`config.mk`:
```
export PLATFORM = sky130hd
export DESIGN_NAME = spi_ram_ctrl
export DESIGN_NICKNAME = d
export VERILOG_FILES = /design/src/rtl/spi_ram_pkg.sv /design/src/rtl/sp_ram_array.sv /design/src/rtl/spi_ram_ctrl.sv
export SDC_FILE = /design/constraint.sdc
export NUM_CORES = 2
export LEC_CHECK = 0
export ABC_AREA = 1
export CAP_MARGIN = 20
export CORE_MARGIN = 4
export CORE_UTILIZATION = 55
export DETAILED_ROUTE_END_ITERATION = 10
export PLACE_DENSITY_LB_ADDON = 0.15
export SLEW_MARGIN = 20
export SYNTH_ARGS = -nofsm -noshare
export SYNTH_HDL_FRONTEND = slang
export SYNTH_SLANG_ARGS = --single-unit
```
`constraint.sdc`:
```
create_clock -name clk -period 6.8 [get_ports clk]
set_clock_uncertainty 0.1 [all_clocks]
set_input_delay 1.7 -clock clk [delete_from_list [all_inputs] [get_ports clk]]
set_output_delay 1.7 -clock clk [all_outputs]
set_load 0.05 [all_outputs]
```
`src/rtl/spi_ram_pkg.sv`:
```
// Shared definitions for the SPI-attached RAM controller.
// Opcode values carried in rx_data[9:8] and the response FSM state encoding.
// Imported by spi_ram_ctrl and its testbench.
package spi_ram_pkg;

  localparam logic [1:0] OP_WR_ADDR = 2'b00;
  localparam logic [1:0] OP_WR_DATA = 2'b01;
  localparam logic [1:0] OP_RD_ADDR = 2'b10;
  localparam logic [1:0] OP_RD_DATA = 2'b11;

  typedef enum logic {
    ST_IDLE = 1'b0,
    ST_HOLD = 1'b1
  } rsp_state_t;

endpackage

```
`src/rtl/sp_ram_array.sv`:
```
// Single-port synchronous RAM, read-first, read latency 1, contents not reset.
// Ports: clk; i_we write enable; i_addr shared read/write address;
//        i_din write data; o_dout registered read data (mem[i_addr] of previous cycle).
module sp_ram_array #(
  parameter int DEPTH = 256,
  parameter int AW    = 8,
  parameter int DW    = 8
) (
  input  logic          clk,
  input  logic          i_we,
  input  logic [AW-1:0] i_addr,
  input  logic [DW-1:0] i_din,
  output logic [DW-1:0] o_dout
);

  logic [DW-1:0] r_mem [DEPTH];
  logic [DW-1:0] r_dout;

  always_ff @(posedge clk) begin
    if (i_we) begin
      r_mem[i_addr] <= i_din;
    end
    r_dout <= r_mem[i_addr];
  end

  assign o_dout = r_dout;

endmodule

```
`src/rtl/spi_ram_ctrl.sv`:
```
// Command decoder + RAM behind an SPI slave: one command per rising edge of rx_valid.
// Ports: clk, rst_n (async active-low); i_rx_data {opcode, payload}, i_rx_valid level;
//        o_tx_data/o_tx_valid read response held TX_HOLD cycles; o_busy; o_cmd_err sticky.
module spi_ram_ctrl
  import spi_ram_pkg::*;
#(
  parameter int MEM_DEPTH = 256,
  parameter int ADDR_SIZE = 8,
  parameter int DATA_SIZE = 8,
  parameter int AUTO_INC  = 1,
  parameter int TX_HOLD   = 9
) (
  input  logic                 clk,
  input  logic                 rst_n,
  input  logic [DATA_SIZE+1:0] i_rx_data,
  input  logic                 i_rx_valid,
  output logic [DATA_SIZE-1:0] o_tx_data,
  output logic                 o_tx_valid,
  output logic                 o_busy,
  output logic                 o_cmd_err
);

  localparam int HOLD_W = $clog2(TX_HOLD + 1);

  logic                 r_rx_valid_d;
  logic [ADDR_SIZE-1:0] r_wr_ptr;
  logic [ADDR_SIZE-1:0] r_rd_ptr;
  logic                 r_rd_addr_set;
  logic                 r_cmd_err;
  logic                 r_tx_fresh;
  logic [DATA_SIZE-1:0] r_tx_data;
  rsp_state_t           r_state;
  logic [HOLD_W-1:0]    r_hold_cnt;

  logic                 w_accept;
  logic [1:0]           w_op;
  logic [DATA_SIZE-1:0] w_payload;
  logic                 w_wr_data;
  logic                 w_rd_go;
  logic                 w_rd_err;
  logic [ADDR_SIZE-1:0] w_ram_addr;
  logic [DATA_SIZE-1:0] w_ram_dout;
  rsp_state_t           w_state_nxt;
  logic [HOLD_W-1:0]    w_hold_nxt;

  // rx_valid is a level held for the whole SPI frame; act only on its rising edge.
  assign w_accept  = i_rx_valid & ~r_rx_valid_d;
  assign w_op      = i_rx_data[DATA_SIZE+1:DATA_SIZE];
  assign w_payload = i_rx_data[DATA_SIZE-1:0];
  assign w_wr_data = w_accept && (w_op == OP_WR_DATA);
  assign w_rd_go   = w_accept && (w_op == OP_RD_DATA) && r_rd_addr_set;
  assign w_rd_err  = w_accept && (w_op == OP_RD_DATA) && !r_rd_addr_set;

  // Single port: the write pointer owns the port only in a WR_DATA accept cycle.
  assign w_ram_addr = w_wr_data ? r_wr_ptr : r_rd_ptr;

  sp_ram_array #(
    .DEPTH (MEM_DEPTH),
    .AW    (ADDR_SIZE),
    .DW    (DATA_SIZE)
  ) u_ram (
    .clk    (clk),
    .i_we   (w_wr_data),
    .i_addr (w_ram_addr),
    .i_din  (w_payload),
    .o_dout (w_ram_dout)
  );

  always_ff @(posedge clk or negedge rst_n) begin
    if (!rst_n) begin
      r_rx_valid_d  <= 1'b0;
      r_wr_ptr      <= '0;
      r_rd_ptr      <= '0;
      r_rd_addr_set <= 1'b0;
      r_cmd_err     <= 1'b0;
    end else begin
      r_rx_valid_d <= i_rx_valid;
      if (w_accept) begin
        case (w_op)
          OP_WR_ADDR: r_wr_ptr <= w_payload[ADDR_SIZE-1:0];
          OP_WR_DATA: if (AUTO_INC != 0) r_wr_ptr <= r_wr_ptr + ADDR_SIZE'(1);
          OP_RD_ADDR: begin
            r_rd_ptr      <= w_payload[ADDR_SIZE-1:0];
            r_rd_addr_set <= 1'b1;
          end
          default: begin
            if (r_rd_addr_set && (AUTO_INC != 0)) r_rd_ptr <= r_rd_ptr + ADDR_SIZE'(1);
          end
        endcase
      end
      if (w_rd_err) r_cmd_err <= 1'b1;
    end
  end

  // The RAM output register already holds the read word one edge after accept,
  // so it is presented directly for that cycle and captured locally afterwards;
  // this keeps tx_data stable while later commands reuse the RAM port.
  always_ff @(posedge clk or negedge rst_n) begin
    if (!rst_n) begin
      r_tx_fresh <= 1'b0;
      r_tx_data  <= '0;
    end else begin
      r_tx_fresh <= w_rd_go;
      if (r_tx_fresh) r_tx_data <= w_ram_dout;
    end
  end

  assign o_tx_data = r_tx_fresh ? w_ram_dout : r_tx_data;

  always_ff @(posedge clk or negedge rst_n) begin
    if (!rst_n) begin
      r_state    <= ST_IDLE;
      r_hold_cnt <= '0;
    end else begin
      r_state    <= w_state_nxt;
      r_hold_cnt <= w_hold_nxt;
    end
  end

  // A new read always (re)starts the hold window, including mid-HOLD.
  always_comb begin
    w_state_nxt = r_state;
    w_hold_nxt  = r_hold_cnt;
    if (w_rd_go) begin
      w_state_nxt = ST_HOLD;
      w_hold_nxt  = HOLD_W'(TX_HOLD - 1);
    end else if (r_state == ST_HOLD) begin
      if (r_hold_cnt == '0) begin
        w_state_nxt = ST_IDLE;
      end else begin
        w_hold_nxt = r_hold_cnt - HOLD_W'(1);
      end
    end
  end

  assign o_tx_valid = (r_state == ST_HOLD);
  assign o_busy     = (r_state == ST_HOLD);
  assign o_cmd_err  = r_cmd_err;

endmodule

```
Yosys cells after proc, flatten, opt, wreduce, memory -nomap -nowiden

Memories as Yosys holds them, arrays and structs flattened. A register that Yosys moved wholly into a read port is not among the register bits.
Cells that the tools add are included.

Add/sub/neg operators: 3
Multipliers: 0
Div/mod/pow operators: 0
Order comparisons: 0
Equality and inequality tests: 4
Shift-type cells: 0
Multiplexer cells: 13
Bitwise logic cells: 3
Reduce and logical (&&, ||, !) cells: 15

Operator list:

| cell                | number |
|---|---|
| $pmux 8 s2          | 2 |
| $mux 8              | 3 |
| $add 8x1->8 const B | 2 |
| $mux 4              | 3 |
| $reduce_and 2->1    | 3 |
| $reduce_bool 2->1   | 3 |
| $mux 1              | 5 |
| $eq 2x2->1 const B  | 2 |
| $logic_and 1x1->1   | 4 |
| $logic_not 4->1     | 1 |
| $sub 4x1->4 const B | 1 |
| $reduce_and 3->1    | 1 |
| $eq 2x1->1 const B  | 1 |
| $logic_not 2->1     | 1 |
| $ne 2x2->1 const B  | 1 |
| $not 1->1           | 2 |
| $reduce_or 2->1     | 1 |
| $and 1x1->1         | 1 |
| $logic_not 1->1     | 1 |

Register bits: 33
Latch bits: 0
Memory bits (writable): 2,048
Memory bits (read-only): 0
Bits of input ports: 13
Output and inout port bits: 11
Logic and storage cells: 48
Memories: 1

Memories:

| name        | depth | bits a word | rd ports | clocked after Yosys merged registers in | wr ports | RTL line           | RTL |
|---|---|---|---|---|---|---|---|
| u_ram.r_mem | 256   | 8           | 1        | 1                                       | 1        | sp_ram_array.sv:16 | `logic [DW-1:0] r_mem [DEPTH];` |

Logic depth before layout (Yosys ltp)

Word-level depth: 6
Mapped depth: 21
Depth with buffers taken out: 17

By module

Synthesis repeated with hierarchy kept, for this count alone.

Cell total of the unflattened synthesis: 8,261
Area, all modules: 86,758.2 um^2

Modules (own cells, without submodules):

| module       | times used | cells an instance | area an instance (um^2) | sequential area each (um^2) |
|---|---|---|---|---|
| sp_ram_array | 1          | 8,021             | 84,856.4                | 61,659.1 |
| spi_ram_ctrl | 1          | 240               | 1,901.8                 | 825.8 |

Worst setup path before layout

No wires, ideal clock.

Path kind: input-to-reg
Start point: input i_rx_data[8]
End point: memory u_ram.r_mem[107][0] (enable)
Setup time: 0.370 ns
Arrival time: 3.671 ns
Required time: 6.330 ns
Path slack: 2.658 ns
Stages: 15
Path buffers: 5
Cells stage by stage: buf_4 -> inv_4 -> nor2_8 -> nand2_4 -> o21ai_2 -> inv_2 -> buf_6 -> buf_4 -> buf_2 -> nor2_1 -> inv_2 -> nor2_1 -> nand2_1 -> buf_2 -> nor2_1

Cells in the longest elaborated chain, start to end: 4
Elaborated cells on any way between the ends: 5
Those cells by class: eq/ne (1); mux (3); reduce/logical (1)

Ends and longest elaborated chain:

| item                         | RTL line           | RTL |
|---|---|---|
| from (decl)                  | spi_ram_ctrl.sv:15 | `input logic [DATA_SIZE+1:0] i_rx_data,` |
| $eq 2x1->1 (*)               | spi_ram_ctrl.sv:50 | `assign w_wr_data = w_accept && (w_op == OP_WR_DATA);` |
| $logic_and 1x1->1 (*)        | spi_ram_ctrl.sv:50 |  |
| $mux 1                       | sp_ram_array.sv:20 | `if (i_we) begin` |
| $mux 1 (implied by the code) | sp_ram_array.sv:21 | `r_mem[i_addr] <= i_din;` |
| to (decl)                    | sp_ram_array.sv:16 |  |

Every way passes the cells marked *; elsewhere a longest branch is shown, timed or not.

Worst setup path in the final report

Start point: input i_rx_data[8]
End point: memory u_ram.r_mem[212][6] (enable)

Same word-level chain as after synthesis.

==> results.ini <==
[route]
drc_errors = 0
drt_iter0_drc = 7972
final_antenna_net_count = 0
wl_per_cell_um = 21.6
vias = 60700
viasPerCell = 5.48
dr.pass1.iters = 7
drt_wl_total_um = 239000

[sta]
rsz0062_at_grt = false
setup_slack_ps = 1690
layout_min_cycle_time_ps = 5110
period_share_pct = 75.1
finalHoldViolations = 0
slew_headroom_pct = 25.0
timing.fmax_mhz = 196
tns_ps = 0
setup_viol = 0
worst_slew_pin_slew_ps = 1120
fin_hold_ws_ps = 364
drv_slew = 0

[die]
die_x_um = 410
num_rows = 147
dieArea_um2 = 168000
core_region_area_um2 = 160000
start_util_pct = 55.3
die_h_um = 410
ioPinCount = 24

[logic_synthesis]
muxShareOfSynthArea_pct = 0.102
synth_compound_area_share_pct = 1.06
yosys.area_share.simple_pct = 25.5
postSynthAreaPerCell_um2 = 10.2
yosysWarningCount = 0
ys_ff_latch = 2089
synth-edff-count = 2048
yosysUniqueCellTypes = 40
synthArstFlopShare_pct = 1.58
synth_xor_area_share_pct = 0.0197
syn_nets = 8729
synthAdderAreaFrac_pct = 0.0423
ys_seq_area_share_pct = 70.4
synthCells = 8713
syn-cell-area_um2 = 88700
synth_top_family_by_area = simple AND/OR/NAND/NOR gates
synth_ff_type = edfxtp_1

[pwr]
leakage_nw = 40.3
p_per_area_nw_per_um2 = 325
peakVddDrop_v = 0.000281

[clocking]
htree_levels = 4
cts_tree = done
clk_pin_slew_worst_paths_ps = 60
clockBufferDepth = 3
postCtsHoldBufs = 0
cts_sinks = 2089
postCtsSetupRepairBufs = 0
cts_root_buffer = clkbuf_16
cts_buffers = 210
cts_resized = 0
clk_latency_ps = 840

[grt]
grt_usage_pct = 28.3
grt_pass1_wl_um = 359000
grt_max_degree = 177
grt_pass1_vias = 58000
gr-total-overflow = 0
antenna_found_initial = 5

[setup_path]
r2r_start = r_rx_valid_d
crit_arrival_ps = 5440
crit_type = primary input to flop
cpMaxStageDelayCell = nor2_1
crit_required_ps = 7130
start_kind = primary input
cp-end-kind = flop
rr_endpoint = u_ram.r_mem[212][6]
r2r_slack_ps = 2820
crit_chain = clkdlybuf4s50_1 -> inv_4 -> nor2_8 -> nand2_4 -> o21ai_2 -> inv_2 -> nor2_4 -> nand2_1 -> nor2_1
critPathMaxFanout = 18
reg2regPathDepth = 7
cpPeakStageDelay_ps = 1070

[hold_path]
hold_class = flop to flop
worstHoldPathCells = 1
hp-start = r_rd_addr_set
min_to = o_cmd_err

[finish]
final_cell_count_no_fill = 11100
fin_util_pct = 61.3
nets = 8751
areaGrowthSynthToFinish_pct = 10.8
drive_gt1_share_pct = 6.54

[place]
place_ws_ps = 883
dp_cells = 10700
gp_congestion = 0.887
port-buffer-count = 23
dp_hpwl_um = 135000

[run]
maxCapViolCount = 0

[status]
status = finished, final reports clean

cells in the final DEF, fill, tap and decap left out, types with 8 or more instances in the layout:
cell / n
nand2_1: 5238
edfxtp_1: 2048
nor2_1: 364
nand3_1: 244
buf_4: 219
clkbuf_16: 214
o21ai_1: 114
clkbuf_1: 71
inv_1: 58
clkinv_1: 48
buf_12: 38
dfrtp_1: 33
o21ai_0: 29
clkinv_2: 24
clkdlybuf4s50_1: 14
nor2_4: 10
nand2_2: 9
nand4_1: 9
nor3_1: 9
a21oi_1: 8
inv_2: 8
mux2_2: 8
bufinv_16: 8
buf_8: 8
dfxtp_1: 8
worst max-delay path by stage:
stage	startpoint	to	slack, ps
6_report	i_rx_data[8]	u_ram.r_mem[212][6]	1690
5_1_grt	i_rx_data[8]	u_ram.r_mem[42][2]	1520
4_1_cts	i_rx_data[8]	u_ram.r_mem[42][2]	1760
3_5_place_dp	i_rx_data[8]	u_ram.r_mem[42][4]	880
3_3_place_gp	i_rx_data[8]	u_ram.r_mem[212][0]	930
2_1_floorplan	i_rx_data[8]	u_ram.r_mem[107][0]	2660
sequential cells by signal, indices dropped and copies added, names as in the netlist:
| name | cells |
|---|---|
| r_rd_addr_set | 1 |
| u_ram.o_dout | 8 |
| r_hold_cnt | 4 |
| o_busy | 1 |
| r_rx_valid_d | 1 |
| o_cmd_err | 1 |
| r_wr_ptr | 8 |
| u_ram.r_mem | 2048 |
| r_rd_ptr | 8 |
| r_tx_fresh | 1 |
| r_tx_data | 8 |
report_power, final:
group / internal (mW) / switching, mW
Combinational: 1.69 / 5.14
Sequential: 14.2 / 0.0672
Clock: 6.10 / 4.75
Total: 22.0 / 9.95
per-layer routing:
metal | share of wire [%] | up-vias | routed length [um] | global-route usage (%)
met5 | 0.0096 | - | 23 | 0
met4 | 3.5 | 4 | 8340 | 9.83
met2 | 46 | 2713 | 110000 | 44.3
li1 | - | 28500 | - | -
met3 | 8.9 | 453 | 21300 | 4.98
met1 | 42 | 29000 | 99300 | 40.3
logic make-up (layout without fill, tap and decap cells):
| group | count (synthesis) | in the layout |
|---|---|---|
| multiplexers | 8 | 8 |
| adder cells (fa/ha/maj) | 3 | 3 |
| AO/OA/AOI/OAI | 175 | 175 |
| AND/OR/NAND/NOR | 5898 | 5898 |
| other | 0 | 1 |
| XOR/XNOR | 2 | 2 |
| flip-flops | 2089 | 2089 |
| buffers and inverters | 538 | 728 |
Yosys cell counts, drive strengths merged, types with 2 or more instances:
cell type	count	area share (%)
nand4	9	0.063
clkbuf	127	0.54
mux2	8	0.10
inv	68	0.29
o22ai	7	0.049
buf	343	2.1
nor3	9	0.051
nor2	381	1.7
o21ai	147	0.85
xor2	2	0.020
a22oi	3	0.025
dfxtp	8	0.18
o221ai	2	0.020
nand3	246	1.4
o211ai	3	0.025
ha	3	0.042
nand2	5251	22
dfrtp	33	0.93
o31ai	2	0.017
a21oi	8	0.045
edfxtp	2048	69
critical path: cells and delay by family:
kind / cells / cell delay, ps
AOI/OAI and AO/OA: 1 / 360
buffers and inverters: 3 / 930
and+or+nand+nor: 5 / 2420
final cells by class:
type                       instances  area, um2
antenna                            1       2.50
clock buffer                     289       5680
clock inverter                    91        699
fill                           13100      62100
inverter                          68        265
multi-input combinational       6086      23800
sequential                      2089      62500
tap                             2160       2700
timing repair buffer             280       2670
per-stage QoR:
stage | instance area, um2 | power (mW)
floorplan | 88700 | 18.9
global placement | 91900 | 21.3
detailed placement | 91900 | 21.3
CTS | 98300 | 32.0
global route | 98300 | 33.4
finish | 98300 | 32.0
Power figures use the tool's default switching activity.
